**src/rtl/io_core_buffered.sv**
```systemverilog
// Buffered IO probe core on the daisy-chained register bus: atomic input snapshots,
// double-buffered outputs with atomic commit, sticky change flags, 1-cycle bus pass-through.
module io_core_buffered #(
  parameter int                   BASE_ADDR = 0,
  parameter int                   N_IN      = 4,
  parameter int                   IN_WIDTH  = 8,
  parameter int                   N_OUT     = 4,
  parameter int                   OUT_WIDTH = 8,
  parameter logic [OUT_WIDTH-1:0] OUT_INIT  = '0
) (
  input  logic                       clk,
  input  logic                       rst,
  input  logic [N_IN*IN_WIDTH-1:0]   probe_in,
  output logic [N_OUT*OUT_WIDTH-1:0] probe_out,
  input  logic [15:0]                addr_i,
  input  logic [15:0]                wdata_i,
  input  logic [15:0]                rdata_i,
  input  logic                       rw_i,
  input  logic                       valid_i,
  output logic [15:0]                addr_o,
  output logic [15:0]                wdata_o,
  output logic [15:0]                rdata_o,
  output logic                       rw_o,
  output logic                       valid_o
);

  localparam int LAST_OFF = 1 + N_IN + N_OUT;
  localparam int OUT_OFF  = 2 + N_IN;

  logic [N_IN-1:0][IN_WIDTH-1:0]   probe_q;
  logic [N_IN-1:0][IN_WIDTH-1:0]   snap;
  logic [N_OUT-1:0][OUT_WIDTH-1:0] stage;
  logic [N_IN-1:0]                 change;
  logic [N_IN-1:0]                 change_set;
  logic [N_IN-1:0]                 change_clr;
  logic [N_IN-1:0]                 change_nxt;

  logic [16:0] diff;
  logic [15:0] off;
  logic        in_range;
  logic        rd_hit;
  logic        wr_hit;
  logic        do_snap;
  logic        do_commit;
  logic [15:0] rd_val;

  // Borrow out of the subtraction marks addresses below BASE_ADDR.
  assign diff      = {1'b0, addr_i} - 17'(BASE_ADDR);
  assign off       = diff[15:0];
  assign in_range  = !diff[16] && (off <= 16'(LAST_OFF));
  assign rd_hit    = valid_i && !rw_i && in_range;
  assign wr_hit    = valid_i && rw_i && in_range;
  assign do_snap   = wr_hit && (off == 16'd0) && wdata_i[0];
  assign do_commit = wr_hit && (off == 16'd0) && wdata_i[1];

  always_comb begin
    change_set = '0;
    for (int i = 0; i < N_IN; i++) begin
      change_set[i] = (probe_q[i] != probe_in[i*IN_WIDTH +: IN_WIDTH]);
    end
  end

  // A fresh change wins over a same-cycle write-1-to-clear.
  assign change_clr = (wr_hit && (off == 16'd1)) ? wdata_i[N_IN-1:0] : '0;
  assign change_nxt = (change & ~change_clr) | change_set;

  always_comb begin
    rd_val = '0;
    if (off == 16'd1) begin
      rd_val = 16'(change);
    end
    for (int i = 0; i < N_IN; i++) begin
      if (off == 16'(2 + i)) begin
        rd_val = 16'(snap[i]);
      end
    end
    for (int j = 0; j < N_OUT; j++) begin
      if (off == 16'(OUT_OFF + j)) begin
        rd_val = 16'(stage[j]);
      end
    end
  end

  always_ff @(posedge clk) begin
    if (rst) begin
      addr_o    <= '0;
      wdata_o   <= '0;
      rdata_o   <= '0;
      rw_o      <= 1'b0;
      valid_o   <= 1'b0;
      probe_q   <= '0;
      snap      <= '0;
      change    <= '0;
      stage     <= {N_OUT{OUT_INIT}};
      probe_out <= {N_OUT{OUT_INIT}};
    end else begin
      addr_o  <= addr_i;
      wdata_o <= wdata_i;
      rw_o    <= rw_i;
      valid_o <= valid_i;
      rdata_o <= rd_hit ? rd_val : rdata_i;
      probe_q <= probe_in;
      change  <= change_nxt;
      if (do_snap) begin
        snap <= probe_q;
      end
      if (do_commit) begin
        probe_out <= stage;
      end
      for (int j = 0; j < N_OUT; j++) begin
        if (wr_hit && (off == 16'(OUT_OFF + j))) begin
          stage[j] <= wdata_i[OUT_WIDTH-1:0];
        end
      end
    end
  end

endmodule

```
**config.mk**
```make
export PLATFORM = sky130hd
export DESIGN_NAME = io_core_buffered
export DESIGN_NICKNAME = d
export VERILOG_FILES = /design/src/rtl/io_core_buffered.sv
export SDC_FILE = /design/constraint.sdc
export NUM_CORES = 1
export LEC_CHECK = 0
export ABC_AREA = 1
export BUFFER_PORTS_ARGS = -buffer_cell sky130_fd_sc_hd__clkbuf_2
export CORE_ASPECT_RATIO = 0.7
export CORE_UTILIZATION = 45
export DETAILED_ROUTE_END_ITERATION = 8
export MAX_ROUTING_LAYER = met4
export PLACE_DENSITY = 0.71
export RECOVER_POWER = 50
export SLEW_MARGIN = 20
export SYNTH_ARGS = -nofsm -noshare
export SYNTH_HDL_FRONTEND = slang
export SYNTH_SLANG_ARGS = --single-unit
```
**constraint.sdc**
```tcl
create_clock -name clk -period 1.5 [get_ports clk]
set_input_delay 0.15 -clock clk [delete_from_list [all_inputs] [get_ports clk]]
set_output_delay 0.15 -clock clk [all_outputs]
set_load 0.005 [all_outputs]
```
**Yosys cells after proc, flatten, opt, wreduce, memory -nomap -nowiden**

Cells that the tools add are included.

- Bits of input ports: 84
- Logic and storage cells: 61
- Register bits: 182
- Output and inout bits: 82

- Bitwise logic cells: 3
- Order comparisons: 1
- Reduce and logical (&&, ||, !) cells: 14
- Multiplexer cells: 11
- Eq/ne operators: 13

Operator list:

| operator | count |
|---|---|
| 16-bit two-way mux | 9 |
| 16-bit by 3-bit == test with 1-bit output, second input constant | 4 |
| 16-bit by 2-bit == test with 1-bit output, second input constant | 2 |
| 16-bit by 4-bit == test with 1-bit output, second input constant | 2 |
| 8-bit inequality test | 4 |
| 16-bit by 1-bit == test with 1-bit output, second input constant | 1 |
| 16-bit by 4-bit less-or-equal comparator with 1-bit output, second input constant | 1 |
| 16-bit logical NOT | 1 |
| 1-bit logical AND | 12 |
| 4-bit two-way mux | 2 |
| 4-bit bitwise AND | 1 |
| 4-bit NOT | 1 |
| 4-bit bitwise OR | 1 |
| 1-bit logical NOT | 1 |

**Logic depth before layout (Yosys ltp)**

Gate-level depths: netlist of run 1.

- Depth after elaboration: 11
- Mapped depth: 12
- Depth with buffers taken out: 12

**Least setup slack after synthesis of run 1**

No wires, ideal clock.

- Kind: in2reg
- Start: in addr_i[5]
- End: reg probe_out[23]
- Stages on the path: 11
- Setup time: 0.146 ns
- Path buffers: 1
- Setup slack: -0.050 ns
- Required time: 1.354 ns
- Arrival: 1.404 ns
- Cells stage by stage: nor2_2 -> nand2_2 -> inv_2 -> nand2_4 -> nor3_4 -> nand2_4 -> clkinv_2 -> nand3_4 -> buf_2 -> nor2_1 -> a211oi_2

- Word-level cells in the longest chain between the ends: 4
- Elaborated cells on any way between the ends: 5
- Those cells by class: 1 x order compare; 4 x reduce/logical

Ends and longest elaborated chain:

| element | RTL line | source |
|---|---|---|
| start: declaration | 15 | `input logic [15:0] addr_i,` |
| 16-bit by 4-bit less-or-equal comparator with 1-bit output | 50 | `assign in_range = !diff[16] && (off <= 16'(LAST_OFF));` |
| 1-bit logical AND | 52 | `assign wr_hit = valid_i && rw_i && in_range;` |
| 1-bit logical AND (*) (2 in series) | 54 | `assign do_commit = wr_hit && (off == 16'd0) && wdata_i[1];` |
| end signal: assignment | 95 | `probe_out <= {N_OUT{OUT_INIT}};` |
| end signal: assignment | 108 | `probe_out <= stage;` |
| end: declaration | 14 | `output logic [N_OUT*OUT_WIDTH-1:0] probe_out,` |

Every way passes the cells marked *; elsewhere a longest branch is shown, timed or not.
A chain may end at the register's enable or synchronous reset.

**Worst setup path in the final report of run 1**

- Start: reg snap[2] (netlist name)
- End: reg rdata_o[2]

- Word-level cells in the longest chain between the ends: 9

Ends and longest elaborated chain:

| element | RTL line | source |
|---|---|---|
| start: declaration | 31 | `logic [N_IN-1:0][IN_WIDTH-1:0] snap;` |
| start signal: assignment | 105 | `snap <= probe_q;` |
| 16-bit two-way mux (4 in series) | 73 | `if (off == 16'(2 + i)) begin` |
| 16-bit two-way mux (4 in series) | 78 | `if (off == 16'(OUT_OFF + j)) begin` |
| 16-bit two-way mux | 101 | `rdata_o <= rd_hit ? rd_val : rdata_i;` |
| end signal: assignment | 101 |  |
| end: declaration | 22 | `output logic [15:0] rdata_o,` |

No other way between the ends.

==> flow_summary.json, run 1 <==
{
  "drive_above_1_share_pct": 27.60,
  "synth_cells": 875,
  "yosys.area_share.simple_pct": 18.49,
  "ff2ff_setup_slack_ns": 0.05,
  "startpoint_type": "register",
  "min_delay_worst_endpoint": "wdata_o[2]$_SDFF_PP0_",
  "switching_power_mw": 2.520,
  "setup_tns_ns": 0,
  "nNetsFinal": 1252,
  "hold_start": "wdata_i[2]",
  "crit_type": "reg -> reg",
  "synthMuxAreaShare_pct": 0,
  "ys_types": 33,
  "clockBufferDepth": 2,
  "initial_utilization_pct": 46.86,
  "crit_required_ns": 1.82,
  "fmax_ghz": 0.6898,
  "rsz0062_at_grt": "no",
  "fin_crit_ns": 1.450,
  "max_cap_violations": 0,
  "power_frac_comb_pct": 7.3,
  "synthAdderAreaFrac_pct": 0,
  "drt_wl_total_um": 19800,
  "slew_headroom_pct": 32.96,
  "synth_area_sq_mm": 0.007375,
  "cp.arrival_ns": 1.77,
  "finalSetupViolations": 0,
  "cts_tree": "done",
  "report.final.slew_viol_count": 0,
  "switching_share_pct": 23.90,
  "antenna_found_initial": 0,
  "ys.flop_type": "dfxtp_1",
  "synth_top_family_by_area": "simple AND/OR/NAND/NOR gates",
  "irDropWorstVdd_mv": 0.7635,
  "grt_pass1_wl_um": 31580,
  "reg2reg_from": "snap[2]$_SDFFE_PP0P_",
  "yosysTopAreaCellShare_pct": 49.41,
  "ys.warnings.count": 0,
  "max_stage_delay_ns": 0.30,
  "post-dp-hpwl_um": 14210,
  "status": "finished clean",
  "pwr-share-seq_pct": 47.5,
  "hold_viol_final": 0,
  "crit_cells": 8,
  "synth.top_cells.by_area": "dfxtp_1 49%, a211oi_2 11%, nor2_1 9.4%, inv_1 8.0%, a21oi_1 3.0%",
  "multiInputGateArea_sq_mm": 0.002975,
  "cts_sinks": 182,
  "regToRegEndpoint": "rdata_o[2]$_SDFF_PP0_",
  "ys_ff_latch": 182,
  "clockPowerShare_pct": 45.2,
  "coreArea_sq_mm": 0.01574,
  "area_growth_syn_to_layout_pct": 38.62,
  "via_per_inst": 4.757,
  "overflow": 0,
  "synth-compound-area-share_pct": 17.51,
  "dieArea_sq_mm": 0.01691,
  "vias": 6665,
  "io_buffers": 165,
  "final_cells": 1401,
  "cp_slowest_cell": "dfxtp_1",
  "drt-initial-drc-count": 387,
  "place.gp.congestion": 0.9133,
  "min_path_type": "in -> reg",
  "drc": 0,
  "path_buf_inv": 1,
  "grt_max_degree": 74,
  "grt_pass1_vias": 6268,
  "grtUsageTotal_pct": 24.88,
  "p_leak_nw": 4.593,
  "post-route-period-util_pct": 96.64,
  "synth_enable_flop_cells": 0,
  "route.antenna.remaining_nets": 0,
  "die_w_um": 155.0,
  "min_path_cells": 3,
  "p_per_area_mw_per_mm2": 1032,
  "synth_fp_nets": 959,
  "holdWs_ns": 0.008081,
  "clockRootBuffer": "clkbuf_16",
  "yosys.area_share.xor_xnor_pct": 3.800,
  "clock_skew_ns": 0.01093,
  "internal_power_mw": 8.025,
  "path_max_fanout": 2,
  "worst_pin_slew_ns": 1.006,
  "post_drt_wl_per_cell_um": 14.13,
  "n_fill_cell": 1344,
  "first_pass_iters": 5,
  "clk_latency_ns": 0.43,
  "htree_levels": 4,
  "ff2ff_path_depth": 8,
  "crit_family": "simple AND/OR/NAND/NOR gates",
  "syn_avg_cell_area_sq_um": 8.428,
  "yosysSeqAreaShare_pct": 49.41,
  "end_kind": "register",
  "yosysTopAreaCell": "dfxtp_1",
  "rows": 38,
  "cp_cell_sequence": "inv_1 -> o21ai_0 -> nor2_1 -> nand4_1 -> nor2_1 -> nand3_1 -> nand3_1 -> nand2_1",
  "seq_area_sq_mm": 0.003643,
  "num_antenna_cells": 0,
  "place_inst": 1306,
  "clk_pin_slew_ns": 0.07,
  "num_io_pins": 166,
  "cts_buffers": 17,
  "die_h_um": 109.1,
  "synth-async-reset-ratio_pct": 0
}
[cell usage after synthesis, types with 2 or more instances]
| library cell | count |
|---|---|
| nor2_1 | 184 |
| dfxtp_1 | 182 |
| inv_1 | 157 |
| a211oi_2 | 64 |
| nand2_1 | 55 |
| a21oi_1 | 44 |
| o21ai_0 | 42 |
| nand3_1 | 25 |
| xor2_1 | 24 |
| clkbuf_1 | 17 |
| nand4_1 | 11 |
| nor3_1 | 9 |
| buf_2 | 8 |
| xnor2_1 | 8 |
| nor4_1 | 7 |
| buf_6 | 6 |
| nor2_2 | 5 |
| a31oi_1 | 3 |
| buf_4 | 3 |
| nor3_4 | 3 |
| nand2_4 | 2 |
| nand3_4 | 2 |
| nor3_2 | 2 |
| o2111ai_1 | 2 |
| o21ai_1 | 2 |
[metrics by stage]
stage                     setup slack (ns)  power, mW  cell area [sq um]  utilization (%)
after CTS                          0.03376      10.61              10280            65.31
after global placement             -0.4094      5.765               9012            57.27
after global routing              0.001166      10.89              10220            64.95
final                              0.05034      10.55              10220            64.95
after floorplan                   -0.01548      5.396               7436                -
after detailed placement           -0.4096      5.770               9012            57.27
[worst min-delay path, delay by kind of cell]
kind / cells / cell delay (ns)
buffers and inverters: 2 / 0.16
AND/OR/NAND/NOR: 1 / 0.09
[final cells by class]
class	instances	area share (%)
Clock inverter	15	2.056
Sequential cell	182	35.64
Clock buffer	17	4.162
Tap cell	220	2.693
Timing Repair Buffer	309	20.45
Inverter	159	5.887
Multi-Input combinational cell	499	29.11
[how the worst max path moves through the flow]
stage / startpoint / end / slack [ns]
after floorplan: addr_i[5] / probe_out[23]$_SDFFE_PP0P_ / -0.02
after global placement: addr_i[15] / rdata_o[4]$_SDFF_PP0_ / -0.41
after detailed placement: addr_i[13] / rdata_o[5]$_SDFF_PP0_ / -0.41
after CTS: addr_i[15] / rdata_o[4]$_SDFF_PP0_ / 0.03
after global routing: addr_i[13] / stage[2]$_SDFFE_PP0P_ / 0.001
final: snap[2]$_SDFFE_PP0P_ / rdata_o[2]$_SDFF_PP0_ / 0.05
[power by group through the flow]
stage               logic (mW)  clock network [mW]  registers, mW
floorplan                0.276                   0           5.12
global placement         0.645                   0           5.12
detailed placement       0.649                   0           5.12
CTS                      0.781                4.82           5.01
global route             0.843                5.03           5.02
finish                   0.771                4.76           5.01
[cell families after synthesis]
group,after synthesis
buf+inv,194
xor+xnor,32
simple gates,308
flops,182
compound gates,159
[layout by cell type, fill, tap and decap left out, types with 2 or more instances in the layout]
cell and count:
a211oi_2 64, a21oi_1 44, a31oi_1 3, buf_12 7, buf_4 70, bufinv_16 3
clkbuf_1 48, clkbuf_16 17, clkbuf_2 119, clkinv_4 3, clkinv_8 2, clkinvlp_4 2
dfxtp_1 182, dlygate4sd3_1 63, inv_1 157, inv_6 5, nand2_1 55, nand2_4 2
nand3_1 25, nand3_4 2, nand4_1 11, nor2_1 170, nor2_2 18, nor3_1 9
nor3_2 2, nor3_4 3, nor4_1 7, o2111ai_1 2, o21ai_0 42, o21ai_1 2
xnor2_1 8, xor2_1 24
[state kept, by name, indices dropped and copies added (netlist names)]
signal     flops
stage         32
change         4
wdata_o       16
probe_q       32
addr_o        16
rw_o           1
valid_o        1
probe_out     32
snap          32
rdata_o       16
[what timing repair did]
| action | CTS | global route |
|---|---|---|
| endpoints found under the setup margin | 0 | 17 |
| hold buffers | 63 | 0 |
| setup buffers | 0 | 0 |
| hold endpoints to repair | 63 | 0 |
| resized for setup | 0 | 8 |
[metal layers]
metal | wire [um] | global-route usage, % | vias up
met5 | 0 | - | -
met4 | 114 | 4.243 | 0
met3 | 1442 | 5.207 | 15
met2 | 8355 | 38.45 | 251
met1 | 9890 | 33.95 | 3021
li1 | - | - | 3378
No activity file was read; power rests on OpenSTA's default activity.
==> run 2: changes to the inputs <==
MAX_ROUTING_LAYER = unset   (was met4)
==> run 2 against run 1 <==
Effect of this change: sequential power hardly changed; via count is 2.4% lower; sequential share of layout area is 0.50 points higher; critical endpoint is now rdata_o[4]$_SDFF_PP0_; critical path type is now in -> reg; largest power group unchanged; largest cell class unchanged.
==> flow_summary.json, run 2 (synthesized netlist as in run 1, its figures left out) <==
{
  "worst_pin_slew_ns": 0.9998,
  "first_pass_iters": 5,
  "multiInputGateArea_sq_mm": 0.003002,
  "clockRootBuffer": "clkbuf_16",
  "route.antenna.remaining_nets": 0,
  "ff2ff_setup_slack_ns": 0.08,
  "crit_required_ns": 1.86,
  "rows": 38,
  "grtUsageTotal_pct": 24.16,
  "layout_common_cells": "182 x dfxtp_1, 171 x nor2_1, 157 x inv_1",
  "overflow": 0,
  "top_usage_layer": "met2",
  "drt_wl_total_um": 19760,
  "cp.arrival_ns": 1.84,
  "irDropWorstVdd_mv": 0.8033,
  "fmax_ghz": 0.6742,
  "via_per_inst": 4.693,
  "drc": 0,
  "min_path_type": "in -> reg",
  "num_antenna_cells": 0,
  "grt_pass1_vias": 6178,
  "switching_power_mw": 2.515,
  "post-route-period-util_pct": 98.89,
  "internal_power_mw": 7.522,
  "rsz0062_at_grt": "yes",
  "vias": 6504,
  "antenna_found_initial": 0,
  "cts_tree": "done",
  "post-dp-hpwl_um": 14140,
  "switching_share_pct": 25.06,
  "grt_util_met1_pct": 34.11,
  "io_buffers": 165,
  "final_cells": 1386,
  "max_stage_delay_ns": 0.43,
  "die_h_um": 109.1,
  "worstSetupStartpoint": "addr_i[13]",
  "area_growth_syn_to_layout_pct": 36.70,
  "htree_levels": 4,
  "status": "finished clean",
  "fin_crit_ns": 1.483,
  "nNetsFinal": 1237,
  "clockPowerShare_pct": 42.4,
  "grt_pass1_wl_um": 31510,
  "cpMostUsedCell": "nand2_1",
  "cp_slowest_cell": "o2111ai_1",
  "reg2reg_from": "snap[2]$_SDFFE_PP0P_",
  "drive_above_1_share_pct": 27.44,
  "n_fill_cell": 1336,
  "hold_viol_final": 0,
  "clockBufferDepth": 2,
  "clk_latency_ns": 0.43,
  "p_per_area_mw_per_mm2": 995.7,
  "cts_buffers": 17,
  "path_max_fanout": 11,
  "cp_cell_sequence": "clkbuf_2 -> nor2_1 -> nand2_1 -> nor2_4 -> buf_12 -> buf_4 -> nand4_1 -> o2111ai_1 -> nand2_1 -> a21oi_1",
  "pre_cts_ws_ns": -0.3654,
  "finalSetupViolations": 0,
  "mostFrequentLayoutCell": "dfxtp_1",
  "setup_ws_ns": 0.01670,
  "regToRegEndpoint": "rdata_o[2]$_SDFF_PP0_",
  "power_frac_comb_pct": 7.6,
  "seq_area_sq_mm": 0.003643,
  "initial_utilization_pct": 46.86,
  "coreArea_sq_mm": 0.01574,
  "die_w_um": 155.0,
  "dieArea_sq_mm": 0.01691,
  "num_io_pins": 166,
  "grtUsageMet3_pct": 6.598,
  "p_leak_nw": 4.512,
  "fin_area_sq_mm": 0.01008,
  "drt-initial-drc-count": 520,
  "setup_tns_ns": 0,
  "max_cap_violations": 0,
  "report.final.slew_viol_count": 0,
  "place_inst": 1290,
  "post_drt_wl_per_cell_um": 14.26,
  "post-cts-setup-buffers": 0,
  "setup.worst_path.end": "rdata_o[4]$_SDFF_PP0_",
  "slew_headroom_pct": 33.35,
  "startpoint_type": "primary input",
  "ff2ff_path_depth": 8,
  "clock_skew_ns": 0.01227,
  "end_kind": "register",
  "dpl_cell_area_sq_mm": 0.008905,
  "place.gp.congestion": 0.9226,
  "use_met2_pct": 37.26,
  "pwr-share-seq_pct": 49.9,
  "cts_sinks": 182,
  "clk_pin_slew_ns": 0.08,
  "grt_max_degree": 74,
  "crit_type": "in -> reg"
}
run 2: changes by cell type in the layout (fill, tap and decap cells not counted), sizes merged:
cell	previous run	this run
clkinv	5	6
clkinvlp	2	1
clkbuf	185	184
dlygate4sd3	63	64
bufinv	3	0
buf	78	63
inv	164	167
run 2: cell type report:
type / count / share of cell area, %
clock inverters: 15 / 1.316
multi-input cells: 499 / 29.78
clock buffers: 17 / 4.220
repair buffers: 294 / 19.85
flip-flops and latches: 182 / 36.14
well taps: 220 / 2.731
inverters: 159 / 5.970
run 2: worst max-delay path: cells and delay by family:
kind	cells	cell delay, ns
simple gates	5	0.71
buf+inv	3	0.40
compound gates	2	0.57
run 2: how the worst min path moves through the flow:
stage | start | to | slack, ns | cells past startpoint
floorplan | addr_i[10] | addr_o[10]$_SDFF_PP0_ | 0.26 | 2
finish | addr_i[9] | addr_o[9]$_SDFF_PP0_ | 0.04 | 4
global route | addr_i[9] | addr_o[9]$_SDFF_PP0_ | 0.05 | 4
CTS | addr_i[9] | addr_o[9]$_SDFF_PP0_ | 0.03 | 4
global placement | wdata_i[15] | wdata_o[15]$_SDFF_PP0_ | 0.34 | 3
detailed placement | wdata_i[8] | wdata_o[8]$_SDFF_PP0_ | 0.35 | 3
run 2: metal layers:
layer | share of wire, % | vias to the layer above
li1 | - | 3345
met1 | 49 | 2911
met2 | 43 | 236
met3 | 7.5 | 12
met4 | 0.53 | 0
met5 | 0 | -
run 2: power by group through the flow:
stage	Sequential, mW	Clock (mW)	Combinational [mW]
2_1_floorplan	5.12	0	0.276
3_3_place_gp	5.12	0	0.635
3_5_place_dp	5.12	0	0.642
4_1_cts	5.01	4.32	0.775
5_1_grt	5.02	4.55	0.846
6_report	5.01	4.26	0.766
run 2: what timing repair did:
item                                   in CTS  in global routing
endpoints found under the hold margin      64                  0
resized for setup                           0                 13
setup endpoints to repair                   0                 56
hold buffers                               64                  0
run 2: per-stage QoR:
stage | util [%] | hold slack [ns] | power [mW]
finish | 64.06 | 0.04137 | 10.04
global placement | 56.58 | 0.3428 | 5.757
global route | 64.06 | 0.05060 | 10.42
detailed placement | 56.58 | 0.3497 | 5.764
CTS | 64.20 | 0.03488 | 10.11
floorplan | - | 0.2570 | 5.396
